[config.mk]
export PLATFORM = sky130hd
export DESIGN_NAME = muldiv_unit
export DESIGN_NICKNAME = d
export VERILOG_FILES = /design/src/rtl/muldiv_unit.sv
export SDC_FILE = /design/constraint.sdc
export NUM_CORES = 1
export LEC_CHECK = 0
export CAP_MARGIN = 20
export CORE_MARGIN = 5
export CORE_UTILIZATION = 35
export CTS_BUF_LIST = sky130_fd_sc_hd__clkbuf_8
export DETAILED_ROUTE_END_ITERATION = 10
export GPL_TIMING_DRIVEN = 0
export SKIP_LAST_GASP = 1
export SLEW_MARGIN = 20
export SYNTH_ARGS = -nofsm -noshare
export SYNTH_HDL_FRONTEND = slang
export SYNTH_SLANG_ARGS = --single-unit
[constraint.sdc]
create_clock -name clk -period 6.2 [get_ports clk]
set_clock_uncertainty 0.05 [all_clocks]
set_input_delay 1.24 -clock clk [delete_from_list [all_inputs] [get_ports clk]]
set_output_delay 1.24 -clock clk [all_outputs]
set_load 0.05 [all_outputs]
[src/rtl/muldiv_unit.sv]
// Iterative RV32/64 M-extension multiply/divide unit.
// Radix-2 shift-add multiply, restoring divide, optional sign-fix cycle.
module muldiv_unit #(
  parameter int XLEN       = 32,
  parameter int SIGNED_FIX = 1
) (
  input  logic            clk,
  input  logic            rst_n,
  input  logic            in_valid,
  output logic            in_ready,
  input  logic [2:0]      func3,
  input  logic [XLEN-1:0] op1,
  input  logic [XLEN-1:0] op2,
  input  logic            kill,
  output logic            out_valid,
  input  logic            out_ready,
  output logic [XLEN-1:0] result,
  output logic            busy
);

  localparam int CW = $clog2(XLEN);

  typedef enum logic [1:0] {IDLE, CALC, FIX, DONE} state_t;

  state_t              state, state_nx;
  logic [CW-1:0]       cnt;
  logic [2*XLEN-1:0]   acc;
  logic [XLEN-1:0]     dvs;
  logic [XLEN-1:0]     res_q;
  logic [2:0]          op;
  logic                neg;

  logic                accept, byp, last;
  logic                sg1, sg2, s1, s2, neg_in;
  logic [XLEN-1:0]     mag1, mag2, byp_res;
  logic                div_zero, div_ovf;
  logic [2*XLEN-1:0]   st_in, st_out;
  logic [XLEN-1:0]     st_b;
  logic                st_div;
  logic [XLEN:0]       sum, rsh, diff;

  function automatic logic [XLEN-1:0] fin(
    input logic [2*XLEN-1:0] v,
    input logic [2:0]        f,
    input logic              n
  );
    logic [2*XLEN-1:0] p;
    logic [XLEN-1:0]   h;
    if (!f[2]) begin
      p = n ? -v : v;
      h = (f[1:0] == 2'b00) ? p[XLEN-1:0] : p[2*XLEN-1:XLEN];
      return h;
    end
    h = f[1] ? v[2*XLEN-1:XLEN] : v[XLEN-1:0];
    return n ? -h : h;
  endfunction

  assign in_ready  = (state == IDLE);
  assign busy      = (state != IDLE);
  assign out_valid = (state == DONE);
  assign result    = out_valid ? res_q : '0;
  assign accept    = in_valid && in_ready && !kill;
  assign last      = (cnt == CW'(1));

  // Operand conditioning: magnitudes plus sign of the final result
  always_comb begin
    sg1      = (func3 == 3'b001) || (func3 == 3'b010) ||
               (func3 == 3'b100) || (func3 == 3'b110);
    sg2      = (func3 == 3'b001) || (func3 == 3'b100) ||
               (func3 == 3'b110);
    s1       = sg1 && op1[XLEN-1];
    s2       = sg2 && op2[XLEN-1];
    mag1     = s1 ? -op1 : op1;
    mag2     = s2 ? -op2 : op2;
    neg_in   = (func3[2] && func3[1]) ? s1 : (s1 ^ s2);
    div_zero = func3[2] && (op2 == '0);
    div_ovf  = func3[2] && !func3[0] && (&op2) &&
               (op1 == {1'b1, {(XLEN-1){1'b0}}});
    byp      = div_zero || div_ovf;
    byp_res  = '0;
    if (div_zero)
      byp_res = func3[1] ? op1 : '1;
    else if (div_ovf)
      byp_res = func3[1] ? '0 : op1;
  end

  // One radix-2 step; the accept edge performs the first one
  always_comb begin
    st_in  = in_ready ? {{XLEN{1'b0}}, mag1} : acc;
    st_b   = in_ready ? mag2 : dvs;
    st_div = in_ready ? func3[2] : op[2];
    sum    = {1'b0, st_in[2*XLEN-1:XLEN]} +
             (st_in[0] ? {1'b0, st_b} : '0);
    rsh    = st_in[2*XLEN-1:XLEN-1];
    diff   = rsh - {1'b0, st_b};
    st_out = {sum, st_in[XLEN-1:1]};
    if (st_div) begin
      if (rsh >= {1'b0, st_b})
        st_out = {diff[XLEN-1:0], st_in[XLEN-2:0], 1'b1};
      else
        st_out = {rsh[XLEN-1:0], st_in[XLEN-2:0], 1'b0};
    end
  end

  always_comb begin
    state_nx = state;
    unique case (state)
      IDLE: if (accept) state_nx = byp ? DONE : CALC;
      CALC: begin
        if (kill)
          state_nx = IDLE;
        else if (last)
          state_nx = (SIGNED_FIX != 0) ? FIX : DONE;
      end
      FIX:  state_nx = kill ? IDLE : DONE;
      DONE: if (kill || out_ready) state_nx = IDLE;
      default: state_nx = IDLE;
    endcase
  end

  always_ff @(posedge clk or negedge rst_n) begin
    if (!rst_n) begin
      state <= IDLE;
      cnt   <= '0;
      acc   <= '0;
      dvs   <= '0;
      op    <= '0;
      neg   <= 1'b0;
      res_q <= '0;
    end else begin
      state <= state_nx;
      unique case (1'b1)
        accept && byp: res_q <= byp_res;
        accept && !byp: begin
          acc <= st_out;
          dvs <= mag2;
          op  <= func3;
          neg <= neg_in;
          cnt <= CW'(XLEN-1);
        end
        (state == CALC) && !kill: begin
          acc <= st_out;
          cnt <= cnt - CW'(1);
          if (last && SIGNED_FIX == 0)
            res_q <= fin(st_out, op, neg);
        end
        (state == FIX) && !kill: res_q <= fin(acc, op, neg);
        default: ;
      endcase
    end
  end

endmodule

Word level (Yosys, flattened, before mapping)
Index checks and enable logic that the tools add are counted.

word-level totals
  input port bits = 72
  bits in registers = 139

cells by class
  reduce and logical (&&, ||, !) cells = 32
  muxes and demuxes = 31
  $lt $le $gt $ge = 1
  equality and inequality tests = 12
  bitwise gates (word level) = 1
  add/sub/neg operators = 7

operators by type and width
  cell                                               number
  two-way mux 32 bit                                 14
  two-way mux 64 bit                                 4
  negation 32 bit                                    3
  negation 64 bit                                    1
  one-hot mux 32 bit (2 select lines)                1
  adder 32 x 32 -> 33 bit                            1
  >= comparator 33 x 32 -> 1 bit                     1
  == test 32 bit (second input constant)             1
  zero test 32 bit                                   1
  AND reduction 32 bit                               1
  subtractor 32 bit                                  1
  logical AND 1 bit                                  13
  two-way mux 2 bit                                  6
  one-hot mux 5 bit (2 select lines)                 1
  one-hot mux 2 bit (4 select lines)                 1
  logical OR 1 bit                                   7
  == test 3 bit (second input constant)              2
  nonzero test 2 bit                                 3
  == test 5 x 1 -> 1 bit (second input constant)     1
  subtractor 5 x 1 -> 5 bit (second input constant)  1
  == test 2 bit (second input constant)              2
  zero test 2 bit                                    2
  two-way mux 1 bit                                  4
  != test 2 x 1 -> 1 bit (second input constant)     2
  8 further kinds                                    10

Depth between registers and ports, before layout
Gate-level depths: netlist of run 1.

  depth in word-level cells = 10
  depth in mapped cells = 22

Least setup slack after synthesis of run 1
Ideal clock, no wire load.

  path kind = input port to flip-flop
  from = input op2[6]
  to = register acc[50]
  arrival = 5.859 ns
  stages on the path = 20
  buffers on the path = 2
  slack = 0.214 ns
  library setup time = 0.077 ns
  data required time = 6.073 ns
  cell sequence = or4_1 > or3_1 > nor3_1 > nand3_1 > o41ai_1 > xor2_1 > nor2_1 > a21oi_1 > ha_1 > clkbuf_1 > and2_1 > nand3_1 > or3b_2 > nor4_1 > or4_1 > nand2_1 > buf_2 > nor2_1 > a221oi_1 > a21oi_1

between the ends
  longest elaborated chain between the ends = 7
  elaborated cells between the ends (all ways) = 18
  those cells by class = add/sub (3); order compare (1); mux (5); reduce/logical (9)

RTL lines
  element                                                          line  source
  start: declaration                                               13    input logic [XLEN-1:0] op2,
  branches (longest 7 deep; another with adder 32 x 32 -> 33 bit)  n/a
  end signal: assignment                                           135   acc <= st_out;
  end signal: assignment                                           142   acc <= st_out;
  end: declaration                                                 27    logic [2*XLEN-1:0] acc;

Parallel ways; which one is timed is not known.
A chain may end at the register's enable or synchronous reset.

Worst setup path after layout of run 1
  from = input func3[2]
  to = register acc[55]

between the ends
  longest elaborated chain between the ends = 10
  elaborated cells between the ends (all ways) = 30
  those cells by class = add/sub (2); order compare (1); eq/ne (4); mux (8); reduce/logical (15)

RTL lines
  element                                                           line    source
  start: declaration                                                11      input logic [2:0] func3,
  == test 3 x 1 -> 1 bit or == test 3 x 2 -> 1 bit (tied branches)  67, 69
  logical OR 1 bit (2 in series)                                    67      sg1 = (func3 == 3'b001) || (func3 == 3'b010) ||
  logical OR 1 bit                                                  68      (func3 == 3'b100) || (func3 == 3'b110);
  logical AND 1 bit                                                 71      s1 = sg1 && op1[XLEN-1];
  two-way mux 32 bit                                                73      mag1 = s1 ? -op1 : op1;
  two-way mux 64 bit                                                89      st_in = in_ready ? {{XLEN{1'b0}}, mag1} : acc;
  two-way mux 32 bit, or another cell as far along                  93      (st_in[0] ? {1'b0, st_b} : '0);
  adder 32 x 32 -> 33 bit or two-way mux 64 bit (tied branches)     92, 98
  two-way mux 64 bit                                                97      if (st_div) begin

Several ways; a longest one is shown, not always the timed one.

==> results by group, run 1 <==
Outcome
  • Run status: finished, final reports clean

Yosys
  • Synth area leaders: dfrtp_1 22%, a21oi_1 6.8%, o21ai_0 6.4%
  • Register bit total from synthesis: approximately 140
  • Library cells used by synthesis: between 80 and 90
  • Register area share after synthesis: 0.219
  • Largest area contributor in the netlist: dfrtp_1
  • Post-synth EDFFs: 0
  • Top-area cell type share of the netlist area: 0.219
  • Most used flip-flop cell after synthesis: dfrtp_1
  • Syn Nets: 2353
  • Synthesized area: 15900 um2
  • Avg Cell Area, Syn: 7.19 um2
  • Synth async-reset ratio: 1.00
  • Yosys warns: 0
  • Mapped Cells: 2208

Place
  • RD Place Congestion: 1.01
  • I/O Buffers: 104
  • Post-DP HPWL: between 60000 and 70000 um
  • DP Cell Count: 2914
  • Pre-CTS setup slack: -2310 ps

Routing
  • Routed WL per cell: 25.7 um
  • Vias per cell: 6.07
  • Initial detailed-routing violation count: between 1500 and 2000
  • Via Count: 17941
  • ANT nets after route: 0
  • Final WL: about 76000 um
  • Drt drc: 0
  • First drt pass iteration count: 6

Floorplanning
  • Die Area: 49700 um2
  • # IOs: roughly 110
  • FP Rows: 78
  • Die Ht: 223 um
  • Core area: 45100 um2
  • Initial Util: 0.352
  • Die W: 223 um

Timing
  • Max_slew headroom: 0.323
  • Number of pins with negative max-slew slack in the final report: 0
  • Setup ws final: about 120 ps
  • Period Utilization, post-route: 0.981
  • Fmax achieved: 164 MHz
  • Least-Margin Pin Slew: 987 ps
  • RSZ-0062 raised after global routing: yes
  • Hold Vio Cnt, Final: 0
  • Final critical-path required period: 6080 ps
  • Final Setup Violations: 0

Worst setup path
  • Crit Path Category: primary input to flop
  • Worst Setup End Kind: flop
  • CP startpoint kind: primary input
  • Crit path max-delay cell type: clkdlybuf4s50_1
  • Slowest stage delay, CP: 560 ps
  • Crit path required time: 6510 ps
  • Worst path arrival time: 6390 ps
  • Worst path bufs/invs: 4
  • Crit path top cell by count: nor2_1
  • Crit path max-delay family: simple AND/OR/NAND/NOR gates
  • Worst-path cell chain: clkdlybuf4s50_1, clkbuf_2, nor2_1, mux2_2, and2_1, clkbuf_2, o21ai_0, xor2_1, nor2_1, a21oi_2, ha_1, a211oi_1, nor2_1, nor3_1, o32ai_2, or4_4, nand2_8, buf_6, nor2_4, a222oi_1, a21oi_1
  • Crit path max fanout: 10

Power
  • P_int: 2.64 mW
  • NetSw: between 2 and 3 mW
  • Power per cell area: a little under 300 nW/um2
  • Clock power frac: 0.152
  • Comb power frac: 0.609
  • Design Power: 5.41 mW
  • Flop pwr share: 0.239
  • Max rail drop VDD: 0.163 mV
  • Sw frac: 0.513
  • Static leakage: 7.51 nW

Final layout
  • Number of inserted diodes: 0
  • Area delta synth->final: 16.8%
  • Filler cells: 4791
  • Commonest non-fill, non-tap cell in the layout: nor2_1
  • Finished Core Util: 0.411
  • Layout Cells excl Fill: roughly 3000
  • Multi-input gate area: 11900 um2
  • FF/Latch Area: around 3500 um2
  • Final Net Count: 2489
  • Share of cells above drive strength 1: 0.0756
  • Most frequent cells in the layout: 261 x nor2_1, 228 x nand2_1, 197 x o21ai_0, 192 x a21oi_1, 139 x dfrtp_1

Global routing
  • GRT Overall Usage: 0.295
  • First-pass GRT wire length: roughly 110000 um
  • Gr ovfl total: 0
  • Largest net degree at the start of global routing: 81
  • Initial antenna violation count: 0
  • Vias in the first global route: 17198

Flow run
  • Max Cap Viol: 0

CTS
  • Inserted Clock Buffers: 17
  • CTS root buf: clkbuf_8
  • CTS tree: yes
  • Htree depth: 4
  • Clock Path Buffers: 2
  • Clock slew at reported path FFs: approximately 80 ps
  • Latest clock arrival within the worst-skew pair: 510 ps
  • Clock Sinks: 139

Hold path
  • Hold Path Class: flop to flop
power groups by stage:
stage | combinational, mW | sequential (mW) | clock [mW]
after global routing | 3.53 | 1.31 | 0.871
after global placement | 3.09 | 1.29 | 0
after CTS | 3.17 | 1.28 | 0.830
final | 3.30 | 1.29 | 0.820
after floorplan | 2.10 | 1.20 | 0
after detailed placement | 3.10 | 1.29 | 0
worst reg2reg max path, delay by kind of cell, from the launching register on:
kind	cells	cell delay, ps
and+or+nand+nor	3	1290
muxes	1	320
DFF	1	320
AOI/OAI and AO/OA	4	1130
buffers and inverters	5	2400
xor gates and xnor gates	1	110
adders and majority gates	1	250
per-stage QoR:
step	hold WS, ps	cell area, um2	TNS, ps
2_1_floorplan	386	15900	0
3_3_place_gp	413	17700	-377530
3_5_place_dp	420	17700	-64300
4_1_cts	440	18400	0
5_1_grt	459	18600	-68.4
6_report	431	18600	0
kinds of logic after synthesis:
kind of cell,after synthesis,synth area share
simple gates,842,0.255
xor+xnor,197,0.109
fa+ha+maj,73,0.0585
buf+inv,208,0.0513
mux,58,0.0381
flops,139,0.219
compound gates,691,0.270
layout make-up:
class                   instances  area share
multi-input cells            1861       0.641
flip-flops and latches        139       0.187
repair buffers                124      0.0656
well taps                     600      0.0405
plain buffers                 165      0.0361
clock buffers                  19      0.0141
clock inverters                12     0.00803
inverters                      36     0.00728
routing by layer:
layer  vias up  part of all wire  GRT usage  routed length, um
met1      8624              0.42      0.393              31700
li1       8250                 -          -                  -
met4         0             0.068      0.169               5170
met3       211             0.071     0.0379               5360
met5         -                 0          0                  0
met2       856              0.44      0.461              33800
final timing paths:
| check | startpoint | endpoint | slack (ps) | cells after the start |
|---|---|---|---|---|
| max | func3[2] | acc[55] | 120 | 21 |
| min reg2reg | res_q[17] | res_q[17] | 430 | 2 |
| max in group asynchronous | rst_n | acc[27] | 4630 | 2 |
| max reg2reg | op[1] | res_q[30] | 180 | 15 |
| min | res_q[17] | res_q[17] | 430 | 2 |
| min in group asynchronous | rst_n | res_q[6] | 660 | 1 |
state kept, by name, indices dropped and copies added (netlist names):
name,count
op,3
acc,64
res_q,32
cnt,5
neg,1
state,2
dvs,32
cells in the mapped netlist, drive strengths merged, types with 43 or more instances:
library cell,count
and3,47
o31ai,45
ha,71
a21oi,215
xnor2,96
nor3,59
nand2,230
o21ai,207
and2,43
clkbuf,145
nor2,262
xor2,101
dfrtp,139
what timing repair did:
item	CTS	global route
pin swaps	7	16
hold buffers	0	0
gates resized for setup	46	36
buffers inserted	10	8
endpoints found under the setup margin	35	33
No activity file was read; power rests on OpenSTA's default activity.
==> inputs of run 2 (changes only) <==
--- a/config.mk
+++ b/config.mk
@@ -5,12 +5,16 @@
 export SDC_FILE = /design/constraint.sdc
 export NUM_CORES = 1
 export LEC_CHECK = 0
+export ABC_AREA = 1
 export CAP_MARGIN = 20
+export CELL_PAD_IN_SITES_DETAIL_PLACEMENT = 1
+export CELL_PAD_IN_SITES_GLOBAL_PLACEMENT = 1
 export CORE_MARGIN = 5
 export CORE_UTILIZATION = 35
 export CTS_BUF_LIST = sky130_fd_sc_hd__clkbuf_8
 export DETAILED_ROUTE_END_ITERATION = 10
 export GPL_TIMING_DRIVEN = 0
+export PLACE_DENSITY_LB_ADDON = 0.1
 export SKIP_LAST_GASP = 1
 export SLEW_MARGIN = 20
 export SYNTH_ARGS = -nofsm -noshare
==> constraint.sdc (replaced) <==
create_clock -name clk -period 6.5 [get_ports clk]
set_clock_uncertainty 0.05 [all_clocks]
set_input_delay 1.3 -clock clk [delete_from_list [all_inputs] [get_ports clk]]
set_output_delay 1.3 -clock clk [all_outputs]
set_load 0.05 [all_outputs]
==> run 2 against run 1 <==
Sequential power up 42%; sequential share of layout area down 2.2 points; critical endpoint is now acc[45]; total power rose to 2.7 times the previous value; sequential cell count is the same; cell area rose by 14%; non-clock buffer count fell by 62; utilization fell by 1.2 points; synthesized area up 18%; critical path type unchanged.
==> results by group, run 2 <==
Final layout
  • Area delta synth->final: 12.4%
  • Number of inserted diodes: 0 (unchanged)
  • Share of cells above drive strength 1: 0.0517 (-0.0239)
  • Most frequent cells in the layout: 1071 x nand2_1, 472 x nor2_1, 372 x inv_1, 365 x nand3_1, 221 x o21ai_0
  • Final Net Count: 3672 (+48%)
  • Max FFs per register: 64 (unchanged)
  • Top flop regs: acc (64), dvs (32), res_q (32)
  • Commonest non-fill, non-tap cell in the layout: nand2_1
  • Layout Cells excl Fill: 4228 (+43%)
  • Largest Register: acc

Yosys
  • Top-area cell type share of the netlist area: 0.215 (-0.00455)
  • Library cells used by synthesis: 53 (-37%)
  • Post-synth EDFFs: 0 (unchanged)
  • Most used flip-flop cell after synthesis: dfrtp_1
  • Count leader, synth: nand2_1
  • Synth area leaders: nand2_1 21%, dfrtp_1 19%, nand3_1 9.7%
  • Register bit total from synthesis: 139 (unchanged)
  • Syn Nets: 3546 (+51%)
  • Register area share after synthesis: 0.186 (-0.0335)
  • Avg Cell Area, Syn: 5.51 um2 (-23%)
  • Largest area contributor in the netlist: nand2_1
  • Yosys warns: 0 (unchanged)
  • Mapped Cells: 3401 (+54%)
  • Synth async-reset ratio: 1.00 (unchanged)
  • Synth cell count leaders: 1071 x nand2_1, 472 x nor2_1, 371 x inv_1
  • Synthesized area: 18700 um2 (+18%)

Global routing
  • GRT Overall Usage: 0.381 (+0.0856)
  • Largest net degree at the start of global routing: 83 (+2.5%)
  • Initial antenna violation count: 2 (+2)
  • First-pass GRT wire length: 163000 um (+45%)
  • Gr ovfl total: 0 (unchanged)
  • Vias in the first global route: 24758 (+44%)

Routing
  • Drt drc: 0 (unchanged)
  • First drt pass iteration count: 5 (-1)
  • Vias per cell: 5.86 (-3.5%)
  • Routed WL per cell: 26.9 um (+4.5%)
  • Via Count: 24759 (+38%)
  • Initial detailed-routing violation count: 2297 (+28%)
  • ANT nets after route: 0 (unchanged)
  • Final WL: 114000 um (+49%)

Outcome
  • Run status: finished, final reports clean

CTS
  • Htree depth: 4 (unchanged)
  • Clock Sinks: 139 (unchanged)
  • Clock Path Buffers: 2 (unchanged)
  • Clock slew at reported path FFs: 90 ps (about the same)
  • Post-CTS Repair Setup Buffers: 0 (-10)
  • CTS tree: yes
  • Latest clock arrival within the worst-skew pair: 580 ps (+70 ps)
  • Inserted Clock Buffers: 17 (unchanged)
  • CTS root buf: clkbuf_8
  • Hold buffers post-CTS: 0 (unchanged)

Worst setup path
  • Crit path required time: 6950 ps (+440 ps)
  • CP startpoint kind: primary input
  • Crit path max-delay cell type: clkdlybuf4s50_1
  • Crit path top cell by count: o21ai_0
  • Slowest stage delay, CP: 670 ps (+110 ps)
  • RR Endpoint: acc[47]
  • Crit Path Category: primary input to flop
  • Worst path arrival time: 6880 ps (+490 ps)
  • Worst-path cell chain: clkdlybuf4s50_1, o21ai_2, nand2_1, clkbuf_1, nor2_1, xor2_1, o21ai_0, nor2_1, ha_1, a21oi_1, o21ai_0, a21oi_1, o21ai_0, or2_2, nand3_1, nand3_1, nand2_1
  • Critical R2R Launch: state[0]
  • Worst R2R Path Depth: 17 (+2)
  • Worst Setup End Kind: flop
  • Crit path max fanout: 10 (unchanged)
  • Reg2reg setup slack: 780 ps (+600 ps)

Power
  • Power per cell area: 681 nW/um2 (+130%)
  • Static leakage: 10.2 nW (+36%)
  • Design Power: 14.3 mW (+170%)
  • Max rail drop VDD: 0.339 mV (+110%)

Timing
  • Fmax achieved: about 160 MHz
  • Max_slew headroom: 0.202 (-0.122)
  • Period Utilization, post-route: 0.989
  • RSZ-0062 raised after global routing: no
  • Final Setup Violations: 0 (unchanged)
  • Number of pins with negative max-slew slack in the final report: 0 (unchanged)
  • Setup ws final: 68.9 ps (-47.5 ps)
  • Least-Margin Pin Slew: 1190 ps (+201 ps)
  • Final critical-path required period: 6430 ps
  • Fin Setup TNS: 0 ps (unchanged)
  • Hold WS: 446 ps (+14.9 ps)
  • Hold Vio Cnt, Final: 0 (unchanged)

Place
  • Pre-CTS setup slack: -773 ps (+1540 ps)
  • Post-DP HPWL: 96100 um (+59%)
  • I/O Buffers: 106 (+1.9%)
  • RD Place Congestion: 1.11 (+9.1%)
  • DP Cell Count: 4196 (+44%)

Hold path
  • WHS Path Cells: 1 (-1)
  • Hold Path Class: flop to flop
  • Hold Path End: dvs[29]
  • Min-delay src: dvs[29]

Floorplanning
  • Die W: 241 um (+8.3%)
  • Die Ht: 241 um (+8.3%)
  • Die Area: 58300 um2 (+17%)
  • Initial Util: 0.355 (+0.00305)
  • FP Rows: 84 (+7.7%)
  • # IOs: 107 (unchanged)
  • Core area: 52800 um2 (+17%)

Flow run
  • Max Cap Viol: 0 (unchanged)
run 2: metrics by stage:
stage	utilization	instance area (um2)
after detailed placement	0.392	20700
after global placement	0.392	20700
after floorplan	-	18700
after CTS	0.399	21100
final	0.399	21100
after global routing	0.399	21100
run 2: critical path: cells and delay by family:
kind            cells  cell delay (ps)
compound gates      6             2550
xor+xnor            1              130
fa+ha+maj           1              370
simple gates        7             1460
buf+inv             2             1040
run 2: power by group:
| group | switching [mW] | internal (mW) | leakage [nW] |
|---|---|---|---|
| clock | 0.455 | 0.308 | 0.191 |
| combinational | 8.67 | 3.07 | 8.36 |
| sequential | 0.544 | 1.29 | 1.69 |
| total | 9.67 | 4.67 | 10.2 |
run 2: final cells by class:
cell class	count	area, um2
Multi-Input combinational cell	2751	13200
Clock inverter	15	136
Clock buffer	17	234
Inverter	391	1470
Tap cell	688	861
Fill cell	7435	31700
Timing Repair Buffer	107	1090
Buffer	120	619
Sequential cell	139	3480
run 2: logic make-up (layout without fill, tap and decap cells):
kind of cell | count (synthesis) | in the layout | synth area share
AOI/OAI and AO/OA | 542 | 542 | 0.158
muxes | 1 | 1 | 0.000534
adders and majority gates | 73 | 73 | 0.0495
and+or+nand+nor | 2068 | 2068 | 0.464
DFF | 139 | 139 | 0.186
buffers and inverters | 511 | 650 | 0.112
xor gates and xnor gates | 67 | 67 | 0.0313
run 2: worst max-delay path by stage:
stage | startpoint | endpoint | depth (start not counted)
4_1_cts | func3[2] | acc[45] | 17
2_1_floorplan | op2[0] | acc[32] | 24
5_1_grt | func3[2] | acc[45] | 17
3_5_place_dp | func3[2] | acc[58] | 24
3_3_place_gp | rst_n | cnt[2] | 1
6_report | func3[2] | acc[45] | 17
run 2: layer usage:
metal | track usage | up-vias | share of wire
met2 | 0.626 | 1075 | 0.45
met5 | 0 | - | 0.00011
met4 | 0.276 | 2 | 0.092
li1 | - | 11249 | -
met1 | 0.455 | 12071 | 0.39
met3 | 0.0556 | 362 | 0.060
run 2: timing repair:
action,4_1_cts,5_1_grt
setup endpoints to repair,13,2
pin swaps,0,0
gates resized for setup,2,3
cloned,0,0
